==> src/rtl/vend_pkg.sv <==
// vend_pkg: coin values, payout state encoding and coin-select enum shared by
// the vending FSM and the change payout controller.
package vend_pkg;

   localparam int NICKEL_C = 5;
   localparam int DIME_C   = 10;

   typedef enum logic [2:0] {
      ST_IDLE,
      ST_SELECT,
      ST_PULSE,
      ST_GAP,
      ST_FINISH
   } payout_state_e;

   typedef enum logic [1:0] {
      COIN_NONE,
      COIN_NICKEL,
      COIN_DIME
   } coin_sel_e;

   function automatic int coin_value(coin_sel_e coin);
      case (coin)
         COIN_NICKEL: return NICKEL_C;
         COIN_DIME:   return DIME_C;
         default:     return 0;
      endcase
   endfunction

endpackage

==> src/rtl/payout_timer.sv <==
// payout_timer: loadable down-counter timing the eject pulse and settle gap.
// expired is high whenever the count has reached zero.
module payout_timer #(
   parameter int CNT_W = 3
) (
   input  logic             clk,
   input  logic             reset_n,
   input  logic             load,
   input  logic [CNT_W-1:0] load_val,
   output logic             expired
);

   logic [CNT_W-1:0] cnt;

   always_ff @(posedge clk or negedge reset_n) begin
      if (!reset_n) begin
         cnt <= '0;
      end else if (load) begin
         cnt <= load_val;
      end else if (cnt != '0) begin
         cnt <= cnt - 1'b1;
      end
   end

   assign expired = (cnt == '0);

endmodule

==> src/rtl/change_payout_ctrl.sv <==
// change_payout_ctrl: pays a change request as timed dime/nickel eject pulses and
// tracks tube inventory. Optional PAYOUT_AUDIT_EN adds the paid_total cents counter.
module change_payout_ctrl
   import vend_pkg::*;
#(
   parameter int AMT_W       = 5,
   parameter int INV_W       = 8,
   parameter int PULSE_CYC   = 4,
   parameter int GAP_CYC     = 8,
   parameter int NICKEL_INIT = 20,
   parameter int DIME_INIT   = 20
) (
   input  logic             clk,
   input  logic             reset_n,
   input  logic             req_valid,
   output logic             req_ready,
   input  logic [AMT_W-1:0] req_amount,
   output logic             eject_nickel,
   output logic             eject_dime,
   output logic             busy,
   output logic             done,
   output logic             short_err,
   output logic [AMT_W-1:0] short_amt,
   input  logic             refill_nickel,
   input  logic             refill_dime,
   output logic [INV_W-1:0] nickel_cnt,
   output logic [INV_W-1:0] dime_cnt
`ifdef PAYOUT_AUDIT_EN
   ,
   output logic [15:0]      paid_total
`endif
);

   localparam int MAX_CYC = (PULSE_CYC > GAP_CYC) ? PULSE_CYC : GAP_CYC;
   localparam int TMR_W   = (MAX_CYC > 1) ? $clog2(MAX_CYC) : 1;
   localparam logic [TMR_W-1:0] PULSE_LD = TMR_W'(PULSE_CYC - 1);
   localparam logic [TMR_W-1:0] GAP_LD   = TMR_W'(GAP_CYC - 1);
   localparam logic [AMT_W-1:0] NICKEL_A = AMT_W'(NICKEL_C);
   localparam logic [AMT_W-1:0] DIME_A   = AMT_W'(DIME_C);
   localparam logic [INV_W-1:0] INV_MAX  = '1;

   payout_state_e    state, next_state;
   coin_sel_e        sel;
   logic [AMT_W-1:0] rem;
   logic             tmr_load;
   logic [TMR_W-1:0] tmr_val;
   logic             tmr_expired;
   logic             nickel_take, dime_take;

   payout_timer #(.CNT_W(TMR_W)) u_timer (
      .clk      (clk),
      .reset_n  (reset_n),
      .load     (tmr_load),
      .load_val (tmr_val),
      .expired  (tmr_expired)
   );

   // NOTE: every signal this block writes gets a default first, so no path infers a latch.
   always_comb begin
      next_state = state;
      sel        = COIN_NONE;
      tmr_load   = 1'b0;
      tmr_val    = PULSE_LD;
      case (state)
         ST_IDLE: begin
            if (req_valid) next_state = ST_SELECT;
         end
         ST_SELECT: begin
            // Dime first; an empty dime tube falls through to nickels.
            if (rem >= DIME_A && dime_cnt != '0) begin
               sel = COIN_DIME;
            end else if (rem >= NICKEL_A && nickel_cnt != '0) begin
               sel = COIN_NICKEL;
            end
            if (sel != COIN_NONE) begin
               next_state = ST_PULSE;
               tmr_load   = 1'b1;
            end else begin
               next_state = ST_FINISH;
            end
         end
         ST_PULSE: begin
            if (tmr_expired) begin
               next_state = ST_GAP;
               tmr_load   = 1'b1;
               tmr_val    = GAP_LD;
            end
         end
         ST_GAP: begin
            if (tmr_expired) next_state = ST_SELECT;
         end
         ST_FINISH: begin
            next_state = ST_IDLE;
         end
         default: begin
            next_state = ST_IDLE;
         end
      endcase
   end

   assign nickel_take = (sel == COIN_NICKEL);
   assign dime_take   = (sel == COIN_DIME);

   // NOTE: sequential state uses non-blocking assignments so every flop samples pre-edge values.
   always_ff @(posedge clk or negedge reset_n) begin
      if (!reset_n) begin
         state        <= ST_IDLE;
         rem          <= '0;
         req_ready    <= 1'b1;
         busy         <= 1'b0;
         done         <= 1'b0;
         short_err    <= 1'b0;
         short_amt    <= '0;
         eject_nickel <= 1'b0;
         eject_dime   <= 1'b0;
      end else begin
         state     <= next_state;
         req_ready <= (next_state == ST_IDLE);
         busy      <= (next_state != ST_IDLE);
         done      <= (next_state == ST_FINISH);

         // An eject line rises on PULSE entry and holds until PULSE is left.
         eject_dime   <= dime_take   || (eject_dime   && next_state == ST_PULSE);
         eject_nickel <= nickel_take || (eject_nickel && next_state == ST_PULSE);

         if (state == ST_IDLE && req_valid) begin
            rem <= req_amount;
         end else if (dime_take) begin
            rem <= rem - DIME_A;
         end else if (nickel_take) begin
            rem <= rem - NICKEL_A;
         end

         if (next_state == ST_FINISH) begin
            short_amt <= rem;
            short_err <= (rem != '0);
         end else begin
            short_err <= 1'b0;
         end
      end
   end

   // A refill coinciding with a payout on the same tube nets to zero.
   always_ff @(posedge clk or negedge reset_n) begin
      if (!reset_n) begin
         nickel_cnt <= INV_W'(NICKEL_INIT);
         dime_cnt   <= INV_W'(DIME_INIT);
      end else begin
         if (nickel_take && !refill_nickel) begin
            nickel_cnt <= nickel_cnt - 1'b1;
         end else if (refill_nickel && !nickel_take && nickel_cnt != INV_MAX) begin
            nickel_cnt <= nickel_cnt + 1'b1;
         end
         if (dime_take && !refill_dime) begin
            dime_cnt <= dime_cnt - 1'b1;
         end else if (refill_dime && !dime_take && dime_cnt != INV_MAX) begin
            dime_cnt <= dime_cnt + 1'b1;
         end
      end
   end

`ifdef PAYOUT_AUDIT_EN
   logic [16:0] paid_sum;

   assign paid_sum = {1'b0, paid_total} + 17'(coin_value(sel));

   always_ff @(posedge clk or negedge reset_n) begin
      if (!reset_n) begin
         paid_total <= '0;
      end else if (sel != COIN_NONE) begin
         paid_total <= paid_sum[16] ? 16'hFFFF : paid_sum[15:0];
      end
   end
`endif

endmodule
==> config.mk <==
export PLATFORM = sky130hd
export DESIGN_NAME = change_payout_ctrl
export DESIGN_NICKNAME = d
export VERILOG_FILES = /design/src/rtl/vend_pkg.sv /design/src/rtl/payout_timer.sv /design/src/rtl/change_payout_ctrl.sv
export SDC_FILE = /design/constraint.sdc
export NUM_CORES = 1
export LEC_CHECK = 0
export CORE_MARGIN = 10
export CORE_UTILIZATION = 48
export DETAILED_ROUTE_END_ITERATION = 8
export PLACE_DENSITY = 0.76
export SYNTH_ARGS = -nofsm -noshare
export SYNTH_HDL_FRONTEND = slang
export SYNTH_SLANG_ARGS = --single-unit
==> constraint.sdc <==
create_clock -name clk -period 3.2 [get_ports clk]
set_clock_uncertainty 0.15 [all_clocks]
set_input_delay 0.64 -clock clk [delete_from_list [all_inputs] [get_ports clk]]
set_output_delay 0.64 -clock clk [all_outputs]
set_load 0.05 [all_outputs]
After elaboration in Yosys (flattened, before gate mapping)
Cells that the tools add are included.
{"block": "totals", "register_bits": 38}
{"block": "op_classes", "n_eq_ne": 9, "add_sub_neg": 7, "reduce_logical": 30, "n_mux": 24, "order_cmp": 2}
{"cell": "8-bit two-way mux", "count": 4}
{"cell": "3-bit two-way mux", "count": 8}
{"cell": "8-bit by 1-bit adder with 8-bit output (second input constant)", "count": 2}
{"cell": "8-bit inequality test (second input constant)", "count": 2}
{"cell": "8-bit nonzero test", "count": 2}
{"cell": "8-bit by 1-bit subtractor with 8-bit output (second input constant)", "count": 2}
{"cell": "5-bit two-way mux", "count": 3}
{"cell": "3-bit case mux with 4 select lines", "count": 1}
{"cell": "1-bit logical AND", "count": 11}
{"cell": "3-bit by 2-bit == test with 1-bit output (second input constant)", "count": 3}
{"cell": "3-bit zero test", "count": 3}
{"cell": "3-bit nonzero test", "count": 3}
{"cell": "2-bit nonzero test", "count": 4}
{"cell": "2-bit two-way mux", "count": 3}
{"cell": "5-bit by 3-bit greater-or-equal comparator with 1-bit output (second input constant)", "count": 1}
{"cell": "5-bit by 4-bit greater-or-equal comparator with 1-bit output (second input constant)", "count": 1}
{"cell": "5-bit nonzero test", "count": 1}
{"cell": "5-bit by 3-bit subtractor with 5-bit output (second input constant)", "count": 1}
{"cell": "5-bit by 4-bit subtractor with 5-bit output (second input constant)", "count": 1}
{"cell": "1-bit zero test", "count": 4}
{"cell": "1-bit two-way mux", "count": 4}
{"cell": "3-bit by 1-bit == test with 1-bit output (second input constant)", "count": 1}
{"cell": "3-bit == test (second input constant)", "count": 1}
{"cell": "3-bit by 1-bit subtractor with 3-bit output (second input constant)", "count": 1}
{"cell": "other kinds (4)", "count": 5}

Depth between registers and ports, before layout
Gate-level depths: netlist of the first run.
{"block": "depth", "depth_word": 12, "depth_mapped": 17, "mapped_depth_nobuf": 16}

By module
Synthesis of the first run repeated with hierarchy kept, for this count alone.
{"block": "hier_totals", "cells_unflattened": 219, "hier_area_um2": 2178.3}
{"mod": "change_payout_ctrl", "cells_each": 198, "area_each_um2": 1976.9, "seq_area_each_um2": 882.1, "n_inst": 1}
{"mod": "payout_timer", "cells_each": 21, "area_each_um2": 201.4, "seq_area_each_um2": 75.1, "n_inst": 1}

Worst setup path after synthesis of the first run
Ideal clock, no wire load.
{"block": "synth_path", "path_kind": "register to register", "startpoint": "register dime_cnt[2]", "endpoint": "register nickel_cnt[7]", "t_required_ns": 2.968, "stages_incl_launch_ff": 15, "path_buffers": 1, "setup_ns": 0.082, "arrival_time_ns": 3.347, "synth_period_minus_slack_ns": 3.579, "setup_slack_ns": -0.379, "path_cell_list": "dfstp_2 > buf_2 > nor3_4 > and3_1 > or2_2 > nand2b_1 > ha_1 > nand2b_1 > inv_1 > ha_1 > a21oi_1 > o211ai_1 > o41ai_1 > mux2i_1 > xor2_1"}
{"block": "synth_between", "elab_chain_cells": 10}
{"item": "start: declaration", "line_no": "change_payout_ctrl.sv:27", "rtl": "output logic [INV_W-1:0] dime_cnt"}
{"item": "start signal: assignment", "line_no": "change_payout_ctrl.sv:147", "rtl": "dime_cnt <= INV_W'(DIME_INIT);"}
{"item": "start signal: assignment", "line_no": "change_payout_ctrl.sv:155", "rtl": "dime_cnt <= dime_cnt - 1'b1;"}
{"item": "start signal: assignment", "line_no": "change_payout_ctrl.sv:157", "rtl": "dime_cnt <= dime_cnt + 1'b1;"}
{"item": "8-bit nonzero test (*)", "line_no": "change_payout_ctrl.sv:70", "rtl": "if (rem >= DIME_A && dime_cnt != '0) begin"}
{"item": "1-bit logical AND (*)", "line_no": "change_payout_ctrl.sv:70"}
{"item": "2-bit two-way mux (*)", "line_no": "change_payout_ctrl.sv:70"}
{"item": "2-bit two-way mux (*) (2 in a row)", "line_no": "change_payout_ctrl.sv:64", "rtl": "case (state)"}
{"item": "2-bit by 1-bit == test with 1-bit output (*)", "line_no": "change_payout_ctrl.sv:101", "rtl": "assign nickel_take = (sel == COIN_NICKEL);"}
{"item": "1-bit zero test", "line_no": "change_payout_ctrl.sv:151", "rtl": "end else if (refill_nickel && !nickel_take && nickel_cnt != INV_MAX) begin"}
{"item": "1-bit logical AND (2 in a row)", "line_no": "change_payout_ctrl.sv:151"}
{"item": "2-bit nonzero test (no source line)"}
{"item": "end signal: assignment", "line_no": "change_payout_ctrl.sv:146", "rtl": "nickel_cnt <= INV_W'(NICKEL_INIT);"}
{"item": "end signal: assignment", "line_no": "change_payout_ctrl.sv:150", "rtl": "nickel_cnt <= nickel_cnt - 1'b1;"}
{"item": "end signal: assignment", "line_no": "change_payout_ctrl.sv:152", "rtl": "nickel_cnt <= nickel_cnt + 1'b1;"}
{"item": "end: declaration", "line_no": "change_payout_ctrl.sv:26", "rtl": "output logic [INV_W-1:0] nickel_cnt,"}
Every way passes the cells marked *; elsewhere a longest branch is shown, timed or not. The select of a mux whose other input is x is not followed.
A chain may end at the register's enable or synchronous reset.

Final worst setup path of the first run
{"block": "layout_path", "startpoint": "register rem[1]", "endpoint": "register nickel_cnt[7]"}
{"block": "layout_between", "elab_chain_cells": 11}
{"item": "start: declaration", "line_no": "change_payout_ctrl.sv:44", "rtl": "logic [AMT_W-1:0] rem;"}
{"item": "start signal: assignment", "line_no": "change_payout_ctrl.sv:127", "rtl": "rem <= req_amount;"}
{"item": "start signal: assignment", "line_no": "change_payout_ctrl.sv:129", "rtl": "rem <= rem - DIME_A;"}
{"item": "start signal: assignment", "line_no": "change_payout_ctrl.sv:131", "rtl": "rem <= rem - NICKEL_A;"}
{"item": "5-bit by 3-bit greater-or-equal comparator with 1-bit output", "line_no": "change_payout_ctrl.sv:72", "rtl": "end else if (rem >= NICKEL_A && nickel_cnt != '0) begin"}
{"item": "1-bit logical AND", "line_no": "change_payout_ctrl.sv:72"}
{"item": "1-bit two-way mux", "line_no": "change_payout_ctrl.sv:72"}
{"item": "2-bit two-way mux (*)", "line_no": "change_payout_ctrl.sv:70"}
{"item": "2-bit two-way mux (*) (2 in a row)", "line_no": "change_payout_ctrl.sv:64"}
{"item": "2-bit by 1-bit == test with 1-bit output (*)", "line_no": "change_payout_ctrl.sv:101"}
{"item": "1-bit zero test", "line_no": "change_payout_ctrl.sv:151"}
{"item": "1-bit logical AND (2 in a row)", "line_no": "change_payout_ctrl.sv:151"}
{"item": "2-bit nonzero test (no source line)"}
Marked as above.

==> results of run 1 <==
-- path summary, 6_finish.rpt --
check / endpoint / slack [ns] / cells after the start / from
max: nickel_cnt[7] / 0.02 / 16 / rem[1]
min: rem[2] / 0.29 / 1 / reset_n
max reg2reg: nickel_cnt[7] / 0.02 / 16 / rem[1]
min reg2reg: short_amt[3] / 0.34 / 2 / short_amt[3]
max in group asynchronous: dime_cnt[3] / 2.03 / 1 / reset_n
min in group clk: short_amt[3] / 0.34 / 2 / short_amt[3]
-- report_power, final --
part | internal (uW) | total [uW] | switching (uW)
combinational | 975 | 2240 | 1260
clock | 312 | 488 | 176
sequential | 702 | 924 | 222
total | 1990 | 3650 | 1660
-- worst max-delay path, cell delays in order, from the launching register on --
cell and delay, ns:
dfrtp_1 0.43, inv_2 0.11, buf_6 0.13, ha_4 0.13, a21oi_2 0.07, a32oi_2 0.27, nand3_4 0.11, inv_2 0.08
ha_4 0.15, nand2b_4 0.09, inv_8 0.10, ha_4 0.21, a21oi_4 0.12, o211ai_1 0.15, o41ai_2 0.39, mux2i_1 0.25
xor2_1 0.15
-- Yosys cell counts, drive strengths merged (2+ instances only) --
master,count
dfrtp,33
nor2,30
nand2,20
a21oi,19
ha,18
inv,15
o21ai,11
xnor2,11
nand3,8
buf,6
xor2,6
dfstp,5
nand2b,5
nor3,5
a31oi,4
nor2b,4
a41oi,3
nand4,3
o211ai,3
a31o,2
a32o,2
mux2,2
nor4,2
o21a,2
o21bai,2
-- state kept, by name, indices dropped and copies added (netlist names) --
signal,cells
dime_cnt,8
nickel_cnt,8
rem,5
short_amt,5
state,3
u_timer.cnt,3
busy,1
done,1
eject_dime,1
eject_nickel,1
req_ready,1
short_err,1
-- cell families after synthesis --
group	count (synthesis)
buf+inv	23
simple gates	85
fa+ha+maj	19
compound gates	59
xor+xnor	17
flops	38
mux	3
-- area by class of cell --
cell class	count	area, sq um	share of cell area
multi-input cells	183	1490	0.447
flip-flops and latches	38	960	0.289
repair buffers	66	588	0.177
well taps	67	83.8	0.0252
clock buffers	5	68.8	0.0207
clock inverters	3	68.8	0.0207
inverters	16	67.6	0.0203
-- per-stage QoR --
stage / cells / power (uW) / hold WS [ns] / instance area (sq um)
after global routing: 378 / 3920 / 0.354 / 3320
after floorplan: 244 / 2360 / 0.194 / 2490
final: 378 / 3650 / 0.287 / 3320
after CTS: 366 / 3480 / 0.327 / 3150
after global placement: 356 / 2910 / 0.310 / 3000
after detailed placement: 356 / 2960 / 0.320 / 3000
-- metal layers --
metal  track usage  up-vias
met5             0        -
met4        0.0404        0
met3        0.0482        7
met2         0.224       53
met1         0.165      963
li1              -      990
-- what timing repair did --
item	4_1_cts	5_1_grt
pin swaps	1	14
hold buffers	0	0
resized for setup	0	17
setup endpoints to repair	3	4
setup buffers	2	12
==> flow_summary.json, run 1 <==
{
  "die_area_sq_um": 8060,
  "layout_commonest_cell": "clkdlybuf4s50_1",
  "vias": 2013,
  "mostFrequentLayoutCells": "35 x clkdlybuf4s50_1, 31 x dfrtp_1, 28 x buf_4",
  "critPathKind": "reg2reg",
  "fp-row-count": 25,
  "utilization": 0.703,
  "synthAdderAreaFrac": 0.105,
  "fmax_ghz": 0.315,
  "status": "finished clean",
  "n_antenna_cell": 0,
  "synth_flop_cell": "dfrtp_1",
  "drc": 0,
  "highest_layer": "met4",
  "muxShareOfSynthArea": 0.0139,
  "setup_viol": 0,
  "async_flop_share": 1.00,
  "dp_hpwl_microns": 4010,
  "worst_pin_slew_ns": 0.833,
  "drt_first_pass_iters": 4,
  "cap_violations": 0,
  "synth_largest_area_cell": "dfrtp_1",
  "hold_path_class": "in2async",
  "place_congestion": 0.820,
  "start_util": 0.495,
  "grt_pass1_wl_microns": 9510,
  "io_pins": 37,
  "ys_top_cells_by_area": "dfrtp_1 35%, ha_1 9.6%, dfstp_2 5.6%",
  "leakage_uw": 0.00142,
  "wirelength_microns": 5700,
  "ir_drop_uv": 558,
  "numCtsBuffers": 5,
  "chipWidth_microns": 89.8,
  "finalMaxSlewViolations": 0,
  "met2_length_microns": 2740,
  "core_sq_um": 4720,
  "grt_pass1_vias": 2017,
  "syn2layout_area_growth_pct": 42.1,
  "num-nets-final": 339,
  "dr_wl_met3_microns": 361,
  "overflow": 0,
  "cts_tree": "yes",
  "syn_nets": 273,
  "cts_num_sinks": 38,
  "start_kind": "register",
  "crit_arrival_ns": 3.24,
  "post_drt_wl_per_cell_microns": 15.1,
  "clock_path_buffers": 2,
  "synth-warning-count": 0,
  "synth_top_family_by_area": "simple AND/OR/NAND/NOR gates",
  "synth-simple-area-share": 0.185,
  "drive_above_1_share": 0.293,
  "drtIter0Drc": 83,
  "port_buffers": 36,
  "synth_xor_area_frac": 0.0637,
  "die_y_microns": 89.8,
  "fin_crit_sh": 0.993,
  "rsz0062_at_grt": "true",
  "setup_tns_ns": 0,
  "netlist_area_sq_um": 2340,
  "min_period_ns": 3.18,
  "syn_inst": 244,
  "synth_cell_types": 61,
  "clkSlewWorstSetupHoldPaths_ns": 0.08,
  "ys_seq_area_frac": 0.410,
  "worstSetupEndpointType": "register",
  "grt_start_max_net_pins": 39,
  "powerDensity_nw_per_um2": 1100,
  "dp_worst_setup_slack_ns": -0.00205,
  "synth_seq_cells": 38,
  "viasPerCell": 5.33,
  "htreeDepth": 2,
  "synth_compound_area_frac": 0.178,
  "clk_latency_ns": 0.29,
  "cts_root_buffer": "clkbuf_8",
  "synth_top_area_frac": 0.353,
  "maxSlewHeadroom": 0.442,
  "synth_edf_count": 0,
  "syn_avg_cell_area_sq_um": 9.58,
  "crit_required_ns": 3.26,
  "num-fill-cells": 343,
  "setup_ws_ns": 0.0233,
  "crit_fanout": 6,
  "ant_nets": 0,
  "wl_met1_microns": 2530,
  "grt_use_total": 0.137,
  "hold_violations": 0,
  "antenna_found_initial": 0
}
(Power assumes the default switching activity.)
==> run 2, diff against run 1 <==
Settings changed: CAP_MARGIN set to 15.
==> results of run 2 <==
No change in the layout: final DEF, timing and power equal those of run 1.
==> run 3, diff against run 2 <==
Settings changed: CORE_UTILIZATION 48 to 40, PLACE_DENSITY 0.76 to 0.66.
==> run 3 against run 2 <==
  * Power up 1.8%
  * Register-to-register slack better by 0.05 ns
  * Combinational power up 3%
  * Critical path depth down 3
  * Clock power rose by 4.5%
  * Routed wire length rose by 4.9%
  * Clock-buffer cell count is 1 higher
  * Die area up 15%
  * Fmax up 1.7%
  * Utilization fell by 9.5 points
  * Sequential share of layout area decreased by 0.57 points
==> flow_summary.json, run 3 (synthesis gave the netlist of run 1 again) <==
{
  "dp_worst_setup_slack_ns": -0.0326,
  "n_antenna_cell": 0,
  "drtIter0Drc": 42,
  "clkSlewWorstSetupHoldPaths_ns": 0.08,
  "leakage_uw": 0.00146,
  "cts_root_buffer": "clkbuf_8",
  "hold_violations": 0,
  "overflow": 0,
  "syn2layout_area_growth_pct": 45.0,
  "fp-row-count": 27,
  "setup_ws_ns": 0.0751,
  "fin_crit_sh": 0.977,
  "setup_tns_ns": 0,
  "viasPerCell": 5.16,
  "htreeDepth": 2,
  "numCtsBuffers": 5,
  "worstSetupEndpointType": "register",
  "grt_use_total": 0.128,
  "chipWidth_microns": 96.4,
  "setup_viol": 0,
  "reg_top3": "dime_cnt: 8 flops, nickel_cnt: 8 flops",
  "place_congestion": 0.814,
  "post_drt_wl_per_cell_microns": 15.3,
  "clk_latency_ns": 0.30,
  "dp_hpwl_microns": 4340,
  "vias": 2019,
  "io_pins": 37,
  "reg2reg_slack_ns": 0.08,
  "r2r_cells": 13,
  "die_area_sq_um": 9300,
  "num-fill-cells": 482,
  "maxSlewHeadroom": 0.425,
  "cts_tree": "yes",
  "ant_nets": 0,
  "crit_arrival_ns": 3.19,
  "start_util": 0.419,
  "r2r-start": "dime_cnt[4]",
  "grt_pass1_vias": 2066,
  "cts_num_sinks": 38,
  "antenna_found_initial": 0,
  "grt_pass1_wl_microns": 9500,
  "layout_commonest_cell": "buf_4",
  "num-nets-final": 347,
  "clock_path_buffers": 2,
  "min_period_ns": 3.12,
  "hold_path_class": "in2async",
  "ir_drop_uv": 630,
  "core_sq_um": 5570,
  "drive_above_1_share": 0.307,
  "hold_buffers": 0,
  "crit_fanout": 5,
  "cap_violations": 0,
  "die_y_microns": 96.4,
  "port_buffers": 36,
  "crit_required_ns": 3.27,
  "rsz0062_at_grt": "true",
  "wirelength_microns": 5970,
  "regToRegEndpoint": "nickel_cnt[7]",
  "drc": 0,
  "critPathKind": "reg2reg",
  "powerDensity_nw_per_um2": 1100,
  "worst_pin_slew_ns": 0.863,
  "status": "finished clean",
  "start_kind": "register",
  "grt_start_max_net_pins": 39,
  "fmax_ghz": 0.320,
  "mostFrequentLayoutCells": "38 x buf_4, 35 x clkdlybuf4s50_1, 31 x dfrtp_1",
  "drt_first_pass_iters": 4,
  "finalMaxSlewViolations": 0
}
==> run 3: worst max-delay path by stage <==
stage           startpoint             to  cells after the start
6_report       dime_cnt[4]  nickel_cnt[7]                     13
5_1_grt             rem[1]  nickel_cnt[7]                     16
4_1_cts             rem[1]  nickel_cnt[7]                     16
3_5_place_dp        rem[1]  nickel_cnt[7]                     16
3_3_place_gp        rem[1]    dime_cnt[4]                     15
2_1_floorplan  dime_cnt[2]  nickel_cnt[7]                     14
==> run 3: metrics by stage <==
| step | total power [uW] | hold slack (ns) | area (sq um) | std cells | util |
|---|---|---|---|---|---|
| 6_report | 3710 | 0.293 | 3390 | 391 | 0.608 |
| 5_1_grt | 3950 | 0.358 | 3390 | 391 | 0.608 |
| 4_1_cts | 3550 | 0.333 | 3190 | 375 | 0.573 |
| 3_5_place_dp | 2990 | 0.338 | 3030 | 364 | 0.543 |
| 3_3_place_gp | 2960 | 0.339 | 3030 | 364 | 0.543 |
| 2_1_floorplan | 2360 | 0.194 | 2490 | 244 | - |
==> run 3: layer usage <==
metal  up-vias  global-route usage  share of wire
met1       966               0.149           0.43
met2        36               0.219           0.50
met5         -                   0              0
li1       1007                   -              -
met4         0              0.0508          0.018
met3        10              0.0347          0.049
==> run 3: area by class of cell <==
type	instances	area (sq um)	share of cell area
Multi-Input combinational cell	183	1490	0.439
Sequential cell	38	960	0.283
Timing Repair Buffer	74	641	0.189
Inverter	16	67.6	0.0199
Clock inverter	2	60.1	0.0177
Tap cell	72	90.1	0.0266
Clock buffer	6	82.6	0.0244
==> run 3: report_power, final <==
part	internal, uW	switching (uW)	leakage [uW]
logic	1010	1290	0.000939
registers	703	200	0.000452
clock network	333	177	0.0000714
total	2050	1670	0.00146
==> run 3: repair_timing <==
item / in CTS / in global routing
setup buffers: 3 / 16
pin swaps: 0 / 12
endpoints found under the hold margin: 0 / 0
endpoints found under the setup margin: 3 / 4
cloned: 0 / 0
gates resized for setup: 0 / 15
==> run 3: critical path: stages (launching register included) <==
cell      delay, ns
dfstp_2        0.59
nor3_4         0.07
and3_4         0.19
or2_4          0.25
nand2b_4       0.15
ha_4           0.18
nand2b_4       0.11
inv_8          0.06
ha_4           0.21
a21oi_4        0.12
o211ai_1       0.15
o41ai_2        0.38
mux2i_1        0.26
xor2_1         0.17
